`config.mk`:
```
export PLATFORM = sky130hd
export DESIGN_NAME = zapper_multi_sampler
export DESIGN_NICKNAME = d
export VERILOG_FILES = /design/src/rtl/zapper_pkg.sv /design/src/rtl/zapper_channel.sv /design/src/rtl/zapper_multi_sampler.sv
export SDC_FILE = /design/constraint.sdc
export NUM_CORES = 1
export LEC_CHECK = 0
export ABC_CLOCK_PERIOD_IN_PS = 9440
export CAP_MARGIN = 30
export CELL_PAD_IN_SITES_DETAIL_PLACEMENT = 0
export CELL_PAD_IN_SITES_GLOBAL_PLACEMENT = 1
export CORE_ASPECT_RATIO = 0.9
export CORE_MARGIN = 3
export CORE_UTILIZATION = 45
export DETAILED_ROUTE_END_ITERATION = 12
export PLACE_DENSITY_LB_ADDON = 0.3
export SETUP_SLACK_MARGIN = 0.5
export SLEW_MARGIN = 30
export SYNTH_ARGS = -nofsm -noshare
export SYNTH_HDL_FRONTEND = slang
export SYNTH_SLANG_ARGS = --single-unit
```
`constraint.sdc`:
```
create_clock -name clk -period 9.44 [get_ports clk]
set_clock_uncertainty 0.2 [all_clocks]
set_input_delay 2.36 -clock clk [delete_from_list [all_inputs] [get_ports clk]]
set_output_delay 2.36 -clock clk [all_outputs]
set_load 0.05 [all_outputs]
```
`src/rtl/zapper_pkg.sv`:
```
// Shared definitions for the zapper light-gun front end: channel FSM
// encoding and the counter width helper.
package zapper_pkg;

    typedef enum logic [2:0] {
        ST_IDLE,
        ST_REQ,
        ST_WAIT_F,
        ST_MEAS,
        ST_DONE
    } zap_state_t;

    // Bits needed to hold the values 0..max_val (never less than one bit).
    function automatic int cnt_width(input int max_val);
        return (max_val < 1) ? 1 : $clog2(max_val + 1);
    endfunction

endpackage

```
`src/rtl/zapper_channel.sv`:
```
// One light-gun channel: trigger/light synchronisers, trigger debounce,
// shot request handshake and per-frame light measurement.
module zapper_channel
    import zapper_pkg::*;
#(
    parameter int DEBOUNCE_CYCLES  = 250000,
    parameter int HIT_THRESH       = 64,
    parameter int FLASH_FRAMES     = 2,
    parameter int TRIG_ACTIVE_LOW  = 1,
    parameter int LIGHT_ACTIVE_LOW = 1
) (
    input  logic clk,
    input  logic rst,
    input  logic trigger_in,
    input  logic light_in,
    input  logic frame_start,
    input  logic shot_ack,
    output logic shot_req,
    output logic result_valid,
    output logic result_hit,
    output logic busy
);

    localparam int DB_W  = cnt_width(DEBOUNCE_CYCLES - 1);
    localparam int LIT_W = cnt_width(HIT_THRESH);
    localparam int FL_W  = cnt_width(FLASH_FRAMES);

    localparam logic             TRIG_INV  = (TRIG_ACTIVE_LOW != 0);
    localparam logic             LIGHT_INV = (LIGHT_ACTIVE_LOW != 0);
    // The counter has reached DEBOUNCE_CYCLES-1 on the edge where it would step past this value.
    localparam logic [DB_W-1:0]  DB_LAST   = DB_W'(DEBOUNCE_CYCLES - 2);
    localparam logic [LIT_W-1:0] LIT_MAX   = LIT_W'(HIT_THRESH);
    localparam logic [FL_W-1:0]  FL_INIT   = FL_W'(FLASH_FRAMES);

    logic trig_p0, trig_p1;
    logic light_p0, light_p1;
    logic trig_act, light_act;

    logic            deb;
    logic [DB_W-1:0] db_cnt;
    logic            press;

    zap_state_t       state, state_n;
    logic [LIT_W-1:0] lit_cnt, lit_n;
    logic [FL_W-1:0]  frames_left, fl_n;
    logic             hit_acc, acc_n;
    logic             vld_n, hit_n;

    // Two-flop synchronisers; reset to the idle (inactive) pin level.
    always_ff @(posedge clk or posedge rst) begin
        if (rst) begin
            trig_p0  <= TRIG_INV;
            trig_p1  <= TRIG_INV;
            light_p0 <= LIGHT_INV;
            light_p1 <= LIGHT_INV;
        end else begin
            trig_p0  <= trigger_in;
            trig_p1  <= trig_p0;
            light_p0 <= light_in;
            light_p1 <= light_p0;
        end
    end

    assign trig_act  = trig_p1 ^ TRIG_INV;
    assign light_act = light_p1 ^ LIGHT_INV;

    // Debounce: accept a new trigger level once it has persisted; pulse on press.
    always_ff @(posedge clk or posedge rst) begin
        if (rst) begin
            deb    <= 1'b0;
            db_cnt <= '0;
            press  <= 1'b0;
        end else begin
            press <= 1'b0;
            if (trig_act != deb) begin
                if (db_cnt == DB_LAST) begin
                    deb    <= trig_act;
                    db_cnt <= '0;
                    press  <= trig_act;
                end else begin
                    db_cnt <= db_cnt + DB_W'(1);
                end
            end else begin
                db_cnt <= '0;
            end
        end
    end

    // Next-state and next-output logic of the shot sequence.
    always_comb begin
        state_n = state;
        lit_n   = lit_cnt;
        fl_n    = frames_left;
        acc_n   = hit_acc;
        vld_n   = 1'b0;
        hit_n   = result_hit;
        case (state)
            ST_IDLE: begin
                if (press) state_n = ST_REQ;
            end
            ST_REQ: begin
                // A frame_start coinciding with the ack is deliberately not used.
                if (shot_ack) state_n = ST_WAIT_F;
            end
            ST_WAIT_F: begin
                if (frame_start) begin
                    state_n = ST_MEAS;
                    lit_n   = '0;
                    fl_n    = FL_INIT;
                end
            end
            ST_MEAS: begin
                if (frame_start) begin
                    acc_n = hit_acc | (lit_cnt >= LIT_MAX);
                    lit_n = '0;
                    fl_n  = frames_left - FL_W'(1);
                    if (frames_left == FL_W'(1)) begin
                        state_n = ST_DONE;
                        vld_n   = 1'b1;
                        hit_n   = hit_acc | (lit_cnt >= LIT_MAX);
                        acc_n   = 1'b0;
                    end
                end else if (light_act && (lit_cnt != LIT_MAX)) begin
                    lit_n = lit_cnt + LIT_W'(1);
                end
            end
            ST_DONE: begin
                state_n = ST_IDLE;
            end
            default: begin
                state_n = ST_IDLE;
            end
        endcase
    end

    // State, counters and registered outputs.
    always_ff @(posedge clk or posedge rst) begin
        if (rst) begin
            state        <= ST_IDLE;
            lit_cnt      <= '0;
            frames_left  <= '0;
            hit_acc      <= 1'b0;
            shot_req     <= 1'b0;
            result_valid <= 1'b0;
            result_hit   <= 1'b0;
            busy         <= 1'b0;
        end else begin
            state        <= state_n;
            lit_cnt      <= lit_n;
            frames_left  <= fl_n;
            hit_acc      <= acc_n;
            shot_req     <= (state_n == ST_REQ);
            result_valid <= vld_n;
            result_hit   <= hit_n;
            busy         <= (state_n != ST_IDLE);
        end
    end

endmodule

```
`src/rtl/zapper_multi_sampler.sv`:
```
// Multi-channel light-gun front end: NUM_CH independent zapper channels
// sharing the frame_start timing pulse.
module zapper_multi_sampler
    import zapper_pkg::*;
#(
    parameter int NUM_CH           = 2,
    parameter int DEBOUNCE_CYCLES  = 250000,
    parameter int HIT_THRESH       = 64,
    parameter int FLASH_FRAMES     = 2,
    parameter int TRIG_ACTIVE_LOW  = 1,
    parameter int LIGHT_ACTIVE_LOW = 1
) (
    input  logic              clk,
    input  logic              rst,
    input  logic [NUM_CH-1:0] trigger_in,
    input  logic [NUM_CH-1:0] light_in,
    input  logic              frame_start,
    output logic [NUM_CH-1:0] shot_req,
    input  logic [NUM_CH-1:0] shot_ack,
    output logic [NUM_CH-1:0] result_valid,
    output logic [NUM_CH-1:0] result_hit,
    output logic [NUM_CH-1:0] busy
);

    for (genvar g = 0; g < NUM_CH; g++) begin : g_ch
        zapper_channel #(
            .DEBOUNCE_CYCLES (DEBOUNCE_CYCLES),
            .HIT_THRESH      (HIT_THRESH),
            .FLASH_FRAMES    (FLASH_FRAMES),
            .TRIG_ACTIVE_LOW (TRIG_ACTIVE_LOW),
            .LIGHT_ACTIVE_LOW(LIGHT_ACTIVE_LOW)
        ) u_ch (
            .clk         (clk),
            .rst         (rst),
            .trigger_in  (trigger_in[g]),
            .light_in    (light_in[g]),
            .frame_start (frame_start),
            .shot_ack    (shot_ack[g]),
            .shot_req    (shot_req[g]),
            .result_valid(result_valid[g]),
            .result_hit  (result_hit[g]),
            .busy        (busy[g])
        );
    end

endmodule
```
==> results of run 1 <==
==> report_power, final <==
part	internal [uW]	switching, uW
registers	393	39.3
clock network	148	123
logic	78.1	122
total	619	284
==> worst paths after layout <==
kind / startpoint / endpoint / slack [ns] / cells after the start
max: frame_start / g_ch[0].u_ch.lit_cnt[6] / 5.04 / 5
min: g_ch[0].u_ch.light_p0 / g_ch[0].u_ch.light_p1 / 0.16 / 0
max reg2reg: g_ch[1].u_ch.db_cnt[9] / g_ch[1].u_ch.db_cnt[14] / 7.06 / 4
min reg2reg: g_ch[0].u_ch.light_p0 / g_ch[0].u_ch.light_p1 / 0.16 / 0
max in group asynchronous: rst / g_ch[0].u_ch.lit_cnt[5] / 6.21 / 3
min in group asynchronous: rst / g_ch[0].u_ch.db_cnt[16] / 2.30 / 3
==> layer usage <==
layer	up-vias	GRT usage (%)
met3	6	3.99
met5	-	0
li1	1412	-
met2	46	24.3
met4	0	5.90
met1	1347	22.0
==> flip-flops by register name, indices dropped and copies added, names as in the netlist <==
register and count:
g_ch.u_ch.press 2, g_ch.u_ch.frames_left 4, g_ch.u_ch.shot_req 2, g_ch.u_ch.light_p1 2
g_ch.u_ch.trig_p0 2, g_ch.u_ch.trig_p1 2, g_ch.u_ch.result_hit 2, g_ch.u_ch.state 6
g_ch.u_ch.light_p0 2, g_ch.u_ch.deb 2, g_ch.u_ch.result_valid 2, g_ch.u_ch.busy 2
g_ch.u_ch.hit_acc 2, g_ch.u_ch.lit_cnt 14, g_ch.u_ch.db_cnt 36
==> Yosys cell counts, types with 7 or more instances <==
| cell type | count |
|---|---|
| xor2_1 | 17 |
| and3_1 | 7 |
| nor2_1 | 46 |
| nor3_1 | 8 |
| inv_1 | 17 |
| buf_4 | 8 |
| nand2b_1 | 7 |
| ha_1 | 10 |
| o21ai_0 | 11 |
| nand2_1 | 20 |
| a21oi_1 | 15 |
| dfrtp_1 | 74 |
| xnor2_1 | 12 |
| nor4_1 | 7 |
| nand4_1 | 15 |
| dfstp_2 | 8 |
| nand3_1 | 22 |
==> cell type report <==
cell class / instances / area, um^2 / area share, %
clock buffers: 10 / 128 / 2.88
well taps: 115 / 144 / 3.25
multi-input cells: 274 / 1760 / 39.9
inverters: 17 / 65.1 / 1.47
repair buffers: 18 / 179 / 4.04
flip-flops and latches: 82 / 2060 / 46.6
clock inverters: 6 / 82.6 / 1.87
==> through the flow <==
| stage | util [%] | setup WS, ns | hold slack (ns) | power [uW] | area, um^2 |
|---|---|---|---|---|---|
| after floorplan | - | 4.78 | 0.145 | 598 | 4000 |
| after global placement | 50.4 | 4.54 | 0.146 | 636 | 4200 |
| after detailed placement | 50.5 | 4.44 | 0.147 | 641 | 4210 |
| after CTS | 53.0 | 4.81 | 0.157 | 916 | 4420 |
| after global routing | 53.1 | 4.89 | 0.158 | 962 | 4420 |
| final | 53.1 | 5.04 | 0.156 | 902 | 4420 |
==> logic make-up after synthesis <==
group                      count (synthesis)  synth area share, %
DFF                                       82                 51.6
and+or+nand+nor                          172                 23.5
buffers and inverters                     35                 4.47
adders and majority gates                 10                 3.13
AOI/OAI and AO/OA                         57                 9.48
muxes                                      6                 1.53
xor gates and xnor gates                  29                 6.35
==> critical path, cell delays in order <==
cell and delay (ns):
clkdlybuf4s50_1 0.77, nor4bb_2 0.74, o211a_1 0.32, a41oi_1 0.12, a31oi_1 0.15
==> reports/results.ini, run 1 <==
[run_status]
status = complete, no violations

[finish]
layout-drive-gt1-share_pct = 8.35
layout_common_cells = 74 x dfrtp_1, 46 x nor2_1, 22 x nand3_1, 20 x nand2_1, 17 x xor2_1
final_common_cell = dfrtp_1
syn2layout_area_growth_pct = 10.6
fin_nets = 421
antennaDiodeCount = 0
nFillCells = 758
fin_cells = 522

[global_routing]
gr-total-overflow = 0
grt_pass1_wl_um = 12900
grtUsageTotal_pct = 15.9
grt_pass1_vias = 2756
antenna_found_initial = 0
grt_max_degree = 83

[synth]
syn_area_per_cell_um2 = 10.2
synth_edf_count = 0
netlist_top_cells_area = dfrtp_1 46%, dfstp_2 5.3%, nor2_1 4.3%
ys_seq_elements = 82
yosysTopAreaCellShare_pct = 46.3
synth_cell_types = 56
synthArstFlopShare_pct = 100
netlist_area_um2 = 4000
yosys_warnings = 0
synthCells = 391
synth.largest_area_cell = dfrtp_1
syn_nets = 410
synthFlopType = dfrtp_1
ys_seq_area_share_pct = 51.6

[detailed_routing]
drt_wl_total_um = 6990
routedLengthMet1_um = 3510
wl_per_cell_um = 13.4
dr_wl_met2_um = 3170
highest_layer = met4
drc = 0
drt-initial-drc-count = 103
via_count = 2811
viasPerCell = 5.39
met3_length_um = 253
firstDrtPassIters = 4
ant_nets = 0

[clock_network]
clk_pin_slew_ns = 0.08
clock_sinks = 82
holdBufCountCts = 0
cts_tree = built
post_cts_buffers = 0
clockBufferDepth = 2
clock_latency_ns = 0.35
cts_made_buffers = 9
post_cts_resized = 0
cts_max_level = 3
root_buffer = clkbuf_8

[power]
power.density_nw_per_um2 = 204
p_leak_uw = 0.00186
worst_ir_drop_vdd_mv = 0.0742

[die]
num_rows = 31
die_h_um = 95.4
start_util_pct = 48.0
design.core.area_um2 = 8340
die_area_um2 = 10100
die_w_um = 105
num_io_pins = 17

[sta]
fin_crit_ns = 4.40
hold_violations = 0
fin_crit_sh_pct = 46.6
relSlewSlack_pct = 51.3
worstMarginPinSlew_ns = 0.730
rsz0062_at_grt = no
fin_tns_setup_ns = 0
drv_slew = 0
fmax_mhz = 227
setup_viol = 0

[setup_path]
cp-start-kind = input pin
path_max_fanout = 20
worstPathRequired_ns = 9.51
critPathCaptureType = flip-flop
worstPathArrival_ns = 4.47
crit_type = in -> reg

[placed_design]
dpl.hpwl_um = 4750
place_inst = 506
gp_congestion = 0.825
io_buffers = 16

[worst_hold_path]
hold_class = reg -> reg

[flow_run]
max_cap_viol_count = 0

No activity file was read; power rests on OpenSTA's default activity.
==> inputs of run 2 (changes only) <==
--- a/config.mk
+++ b/config.mk
@@ -5,13 +5,13 @@
 export SDC_FILE = /design/constraint.sdc
 export NUM_CORES = 1
 export LEC_CHECK = 0
-export ABC_CLOCK_PERIOD_IN_PS = 9440
+export ABC_CLOCK_PERIOD_IN_PS = 3500
 export CAP_MARGIN = 30
 export CELL_PAD_IN_SITES_DETAIL_PLACEMENT = 0
 export CELL_PAD_IN_SITES_GLOBAL_PLACEMENT = 1
 export CORE_ASPECT_RATIO = 0.9
 export CORE_MARGIN = 3
-export CORE_UTILIZATION = 45
+export CORE_UTILIZATION = 43
 export DETAILED_ROUTE_END_ITERATION = 12
 export PLACE_DENSITY_LB_ADDON = 0.3
 export SETUP_SLACK_MARGIN = 0.5
==> constraint.sdc (replaced) <==
create_clock -name clk -period 3.5 [get_ports clk]
set_clock_uncertainty 0.2 [all_clocks]
set_input_delay 0.875 -clock clk [delete_from_list [all_inputs] [get_ports clk]]
set_output_delay 0.875 -clock clk [all_outputs]
set_load 0.05 [all_outputs]
==> reports/results.ini, run 2 (same netlist as run 1, synthesis figures left out) <==
[run_status]
status = complete, no violations

[finish]
largestRegisters = g_ch.u_ch.db_cnt x36, g_ch.u_ch.lit_cnt x14, g_ch.u_ch.state x6
fin_nets = 423
fin_util_pct = 51.0
final_common_cell = dfrtp_1
antennaDiodeCount = 0
layout_common_cells = 74 x dfrtp_1, 46 x nor2_1, 22 x nand3_1, 20 x nand2_1, 17 x xor2_1
syn2layout_area_growth_pct = 12.3
layout-drive-gt1-share_pct = 8.80
largest_register = g_ch.u_ch.db_cnt
largest_register_ffs = 36

[sta]
worstMarginPinSlew_ns = 0.660
relSlewSlack_pct = 55.6
rsz0062_at_grt = no
fmax_mhz = 383
hold_violations = 0
hold_slack_ns = 0.151
fin_crit_ns = 2.61
fin_tns_setup_ns = 0
setup_viol = 0
fin_crit_sh_pct = 74.6
drv_slew = 0

[setup_path]
path_cells = clkdlybuf4s50_1
worstPathRequired_ns = 2.42
crit_type = reg -> out
cp-start-kind = flip-flop
path_delay_family = buffers and inverters
path_buf_inv = 1
path_max_fanout = 2
critPathCaptureType = output pin
worstPathArrival_ns = 1.54
cpPeakStageDelay_ns = 0.81
crit_slowest_cell = clkdlybuf4s50_1

[placed_design]
io_buffers = 16
gp_congestion = 0.780
dpl.hpwl_um = 4860

[clock_network]
clockBufferDepth = 2
holdBufCountCts = 0
root_buffer = clkbuf_8
cts_max_level = 3
clk_pin_slew_ns = 0.09
cts_tree = built
clock_latency_ns = 0.35
cts_made_buffers = 9
post_cts_resized = 0
post_cts_buffers = 0
clock_sinks = 82

[global_routing]
antenna_found_initial = 0
grt_pass1_vias = 2749
grtUsageTotal_pct = 15.0
grt_pass1_wl_um = 12800
gr-total-overflow = 0
grt_max_degree = 70

[detailed_routing]
wl_per_cell_um = 13.4
via_count = 2803
drc = 0
ant_nets = 0
routedLengthMet1_um = 3610
met3_length_um = 207
firstDrtPassIters = 4
drt_wl_total_um = 7050
dr_wl_met2_um = 3130
drt-initial-drc-count = 72
viasPerCell = 5.31
highest_layer = met4

[die]
num_rows = 32
num_io_pins = 17
die_h_um = 97.5
start_util_pct = 45.4
die_w_um = 108
design.core.area_um2 = 8810
die_area_um2 = 10500

[power]
p_leak_uw = 0.00189
power.density_nw_per_um2 = 568
power_uw = 2550
worst_ir_drop_vdd_mv = 0.282

[worst_hold_path]
hold_class = reg -> reg

[flow_run]
max_cap_viol_count = 0

==> run 2: cell types whose count changed in the layout (fill, tap and decap cells not counted) <==
cell,change
clkinv_2,-3
buf_4,+2
buf_12,+1
buf_6,-1
bufinv_16,+1
clkbuf_1,-1
clkbuf_8,+1
clkinv_4,+1
inv_6,+1
nor4bb_1,+1
nor4bb_2,-1
==> run 2: metal layers <==
metal / up-vias / GRT usage, %
met5: - / 0
met4: 0 / 4.47
met3: 13 / 4.98
met2: 23 / 21.7
met1: 1351 / 21.3
li1: 1416 / -
==> run 2: worst paths after layout <==
path / start / to / slack (ns) / cells after the start
worst max-delay path: g_ch[0].u_ch.result_hit / result_hit[0] / 0.89 / 1
min in group asynchronous: rst / g_ch[1].u_ch.db_cnt[16] / 0.63 / 2
worst max register to register: g_ch[1].u_ch.db_cnt[9] / g_ch[1].u_ch.db_cnt[4] / 1.08 / 4
max in group asynchronous: rst / g_ch[0].u_ch.light_p1 / 1.79 / 3
worst min register to register: g_ch[1].u_ch.light_p0 / g_ch[1].u_ch.light_p1 / 0.15 / 0
worst min-delay path: g_ch[1].u_ch.light_p0 / g_ch[1].u_ch.light_p1 / 0.15 / 0
==> run 2: final cells by class <==
cell class | instances | area, um^2
Clock inverter | 6 | 113
Fill cell | 822 | 4320
Inverter | 17 | 67.6
Tap cell | 119 | 149
Clock buffer | 10 | 138
Sequential cell | 82 | 2060
Multi-Input combinational cell | 274 | 1760
Timing Repair Buffer | 20 | 203
==> run 2: per-stage QoR <==
| step | setup slack [ns] | cells | area [um^2] |
|---|---|---|---|
| final | 0.890 | 528 | 4490 |
| after global routing | 0.827 | 528 | 4490 |
| after CTS | 0.855 | 528 | 4490 |
| after detailed placement | 0.882 | 512 | 4240 |
| after global placement | 0.922 | 512 | 4240 |
| after floorplan | 1.23 | 391 | 4000 |
==> run 2: power by group <==
group | leakage [uW] | switching (uW) | internal (uW)
Sequential | 0.00107 | 108 | 1060
Combinational | 0.000694 | 327 | 213
Clock | 0.000127 | 344 | 496
Total | 0.00189 | 779 | 1770
==> inputs of run 3 (changes only) <==
--- a/config.mk
+++ b/config.mk
@@ -5,7 +5,7 @@
 export SDC_FILE = /design/constraint.sdc
 export NUM_CORES = 1
 export LEC_CHECK = 0
-export ABC_CLOCK_PERIOD_IN_PS = 3500
+export ABC_CLOCK_PERIOD_IN_PS = 2350
 export CAP_MARGIN = 30
 export CELL_PAD_IN_SITES_DETAIL_PLACEMENT = 0
 export CELL_PAD_IN_SITES_GLOBAL_PLACEMENT = 1
==> constraint.sdc (replaced) <==
create_clock -name clk -period 2.35 [get_ports clk]
set_clock_uncertainty 0.2 [all_clocks]
set_input_delay 0.5875 -clock clk [delete_from_list [all_inputs] [get_ports clk]]
set_output_delay 0.5875 -clock clk [all_outputs]
set_load 0.05 [all_outputs]
==> reports/results.ini, run 3 (same netlist as run 1, synthesis figures left out) <==
[finish]
largest_register = g_ch.u_ch.db_cnt
final_common_cell = dfrtp_1
fin_nets = 445
fin_cells = 549
largestRegisters = g_ch.u_ch.db_cnt x36, g_ch.u_ch.lit_cnt x14, g_ch.u_ch.state x6
fin_util_pct = 55.6
layout_common_cells = 65 x dfrtp_1, 32 x nor2_1, 20 x nand2_1, 20 x buf_4, 19 x nand3_1
largest_register_ffs = 36
antennaDiodeCount = 0
layout-drive-gt1-share_pct = 26.7
syn2layout_area_growth_pct = 22.4
nFillCells = 767

[global_routing]
grt_max_degree = 83
grtUsageMet1_pct = 21.7
grtUsageTotal_pct = 15.5
grt_busiest_layer = met2
antenna_found_initial = 0
grt_pass1_vias = 2826
grt_util_met3_pct = 4.32
met2_usage_pct = 23.4
grt_pass1_wl_um = 13300
gr-total-overflow = 0

[setup_path]
path_cells = or4_1 -> or4_4 -> o21ai_4 -> buf_12 -> a21oi_1
cp-endpoint = g_ch[1].u_ch.db_cnt[17]
worstPathArrival_ns = 2.19
cp.depth = 5
critPathCaptureType = flip-flop
path_max_fanout = 18
rr_startpoint = g_ch[1].u_ch.db_cnt[10]
reg2reg_depth = 5
cpPeakStageDelay_ns = 0.55
cp-start-kind = flip-flop
worstPathRequired_ns = 2.38
rrSetupSlack_ns = 0.18
crit_type = reg -> reg
crit_slowest_cell = or4_4
path_buf_inv = 1
path_delay_family = simple AND/OR/NAND/NOR gates
r2r_end = g_ch[1].u_ch.db_cnt[17]
startpoint = g_ch[1].u_ch.db_cnt[10]

[power]
worst_ir_drop_vdd_mv = 0.483
power.density_nw_per_um2 = 749
p_leak_uw = 0.00202

[clock_network]
clock_latency_ns = 0.35
cts_max_level = 3
clockBufferDepth = 2
cts_made_buffers = 9
clock_sinks = 82
clk_pin_slew_ns = 0.09
root_buffer = clkbuf_8
cts_tree = built

[sta]
fmax_mhz = 461
fin_crit_ns = 2.17
rsz0062_at_grt = yes
drv_slew = 0
relSlewSlack_pct = 70.2
fin_crit_sh_pct = 92.2
worstMarginPinSlew_ns = 0.444
fin_tns_setup_ns = 0
hold_violations = 0
setup_viol = 0

[placed_design]
io_buffers = 16
dpl.hpwl_um = 4940
gp_congestion = 0.805
place_inst = 520

[detailed_routing]
firstDrtPassIters = 4
drt-initial-drc-count = 114
via_count = 2938
ant_nets = 0
drt_wl_total_um = 8070
drc = 0
wl_per_cell_um = 14.7
viasPerCell = 5.35

[die]
design.core.area_um2 = 8810
num_io_pins = 17
num_rows = 32
die_w_um = 108
start_util_pct = 45.4
die_area_um2 = 10500
die_h_um = 97.5

[worst_hold_path]
hold_class = reg -> reg

[run_status]
status = complete, no violations

[flow_run]
max_cap_viol_count = 0

run 3: changes by cell type in the layout (fill, tap and decap cells not counted), sizes merged:
cell	before	now
buf	4	33
bufinv	3	1
clkbuf	10	11
clkdlybuf4s50	16	7
clkinvlp	1	3
dlygate4sd2	0	1
inv	17	16
run 3: layer usage:
metal  vias to the layer above  routed length (um)
met5                         -                   0
met4                         0                  77
met3                         8                 223
met2                        32                3840
met1                      1442                3920
li1                       1456                   -
run 3: final cells by class:
cell class                      count  area (um^2)  share of cell area, %
Timing Repair Buffer               42          377                   7.69
Multi-Input combinational cell    274         2040                   41.6
Tap cell                          119          149                   3.04
Inverter                           17         67.6                   1.38
Sequential cell                    82         2070                   42.3
Clock inverter                      5         55.1                   1.12
Clock buffer                       10          138                   2.81
run 3: worst min-delay path by stage:
| stage | depth (start not counted) | from | endpoint |
|---|---|---|---|
| 2_1_floorplan | 0 | g_ch[0].u_ch.light_p0 | g_ch[0].u_ch.light_p1 |
| 3_3_place_gp | 0 | g_ch[1].u_ch.light_p0 | g_ch[1].u_ch.light_p1 |
| 3_5_place_dp | 0 | g_ch[0].u_ch.light_p0 | g_ch[0].u_ch.light_p1 |
| 4_1_cts | 0 | g_ch[1].u_ch.light_p0 | g_ch[1].u_ch.light_p1 |
| 5_1_grt | 0 | g_ch[1].u_ch.light_p0 | g_ch[1].u_ch.light_p1 |
| 6_report | 0 | g_ch[1].u_ch.light_p0 | g_ch[1].u_ch.light_p1 |
run 3: repair_timing:
action | in CTS | in global routing
buffers inserted | 7 | 6
pin swaps | 4 | 24
resized for setup | 42 | 64
hold buffers | 0 | 0
gates cloned | 0 | 1
endpoints found under the setup margin | 59 | 56
run 3: power breakdown:
part           leakage [uW]  switching [uW]  internal [uW]  total [uW]
logic              0.000870             550            351         902
registers           0.00106             162           1580        1740
clock network     0.0000941             512            511        1020
run 3: worst reg2reg max path, delay by kind of cell (launching register included):
kind,cells,cell delay [ns]
and+or+nand+nor,2,1.08
DFF,1,0.37
AOI/OAI and AO/OA,2,0.23
buffers and inverters,1,0.17
run 3: through the flow:
step	setup WS (ns)	power, uW	hold WS (ns)	instance area (um^2)
2_1_floorplan	0.121	2410	0.145	4060
6_report	0.182	3670	0.148	4900
3_3_place_gp	0.110	2590	0.146	4360
3_5_place_dp	0.0784	2600	0.149	4360
5_1_grt	0.123	3900	0.159	4900
4_1_cts	0.170	3620	0.156	4620
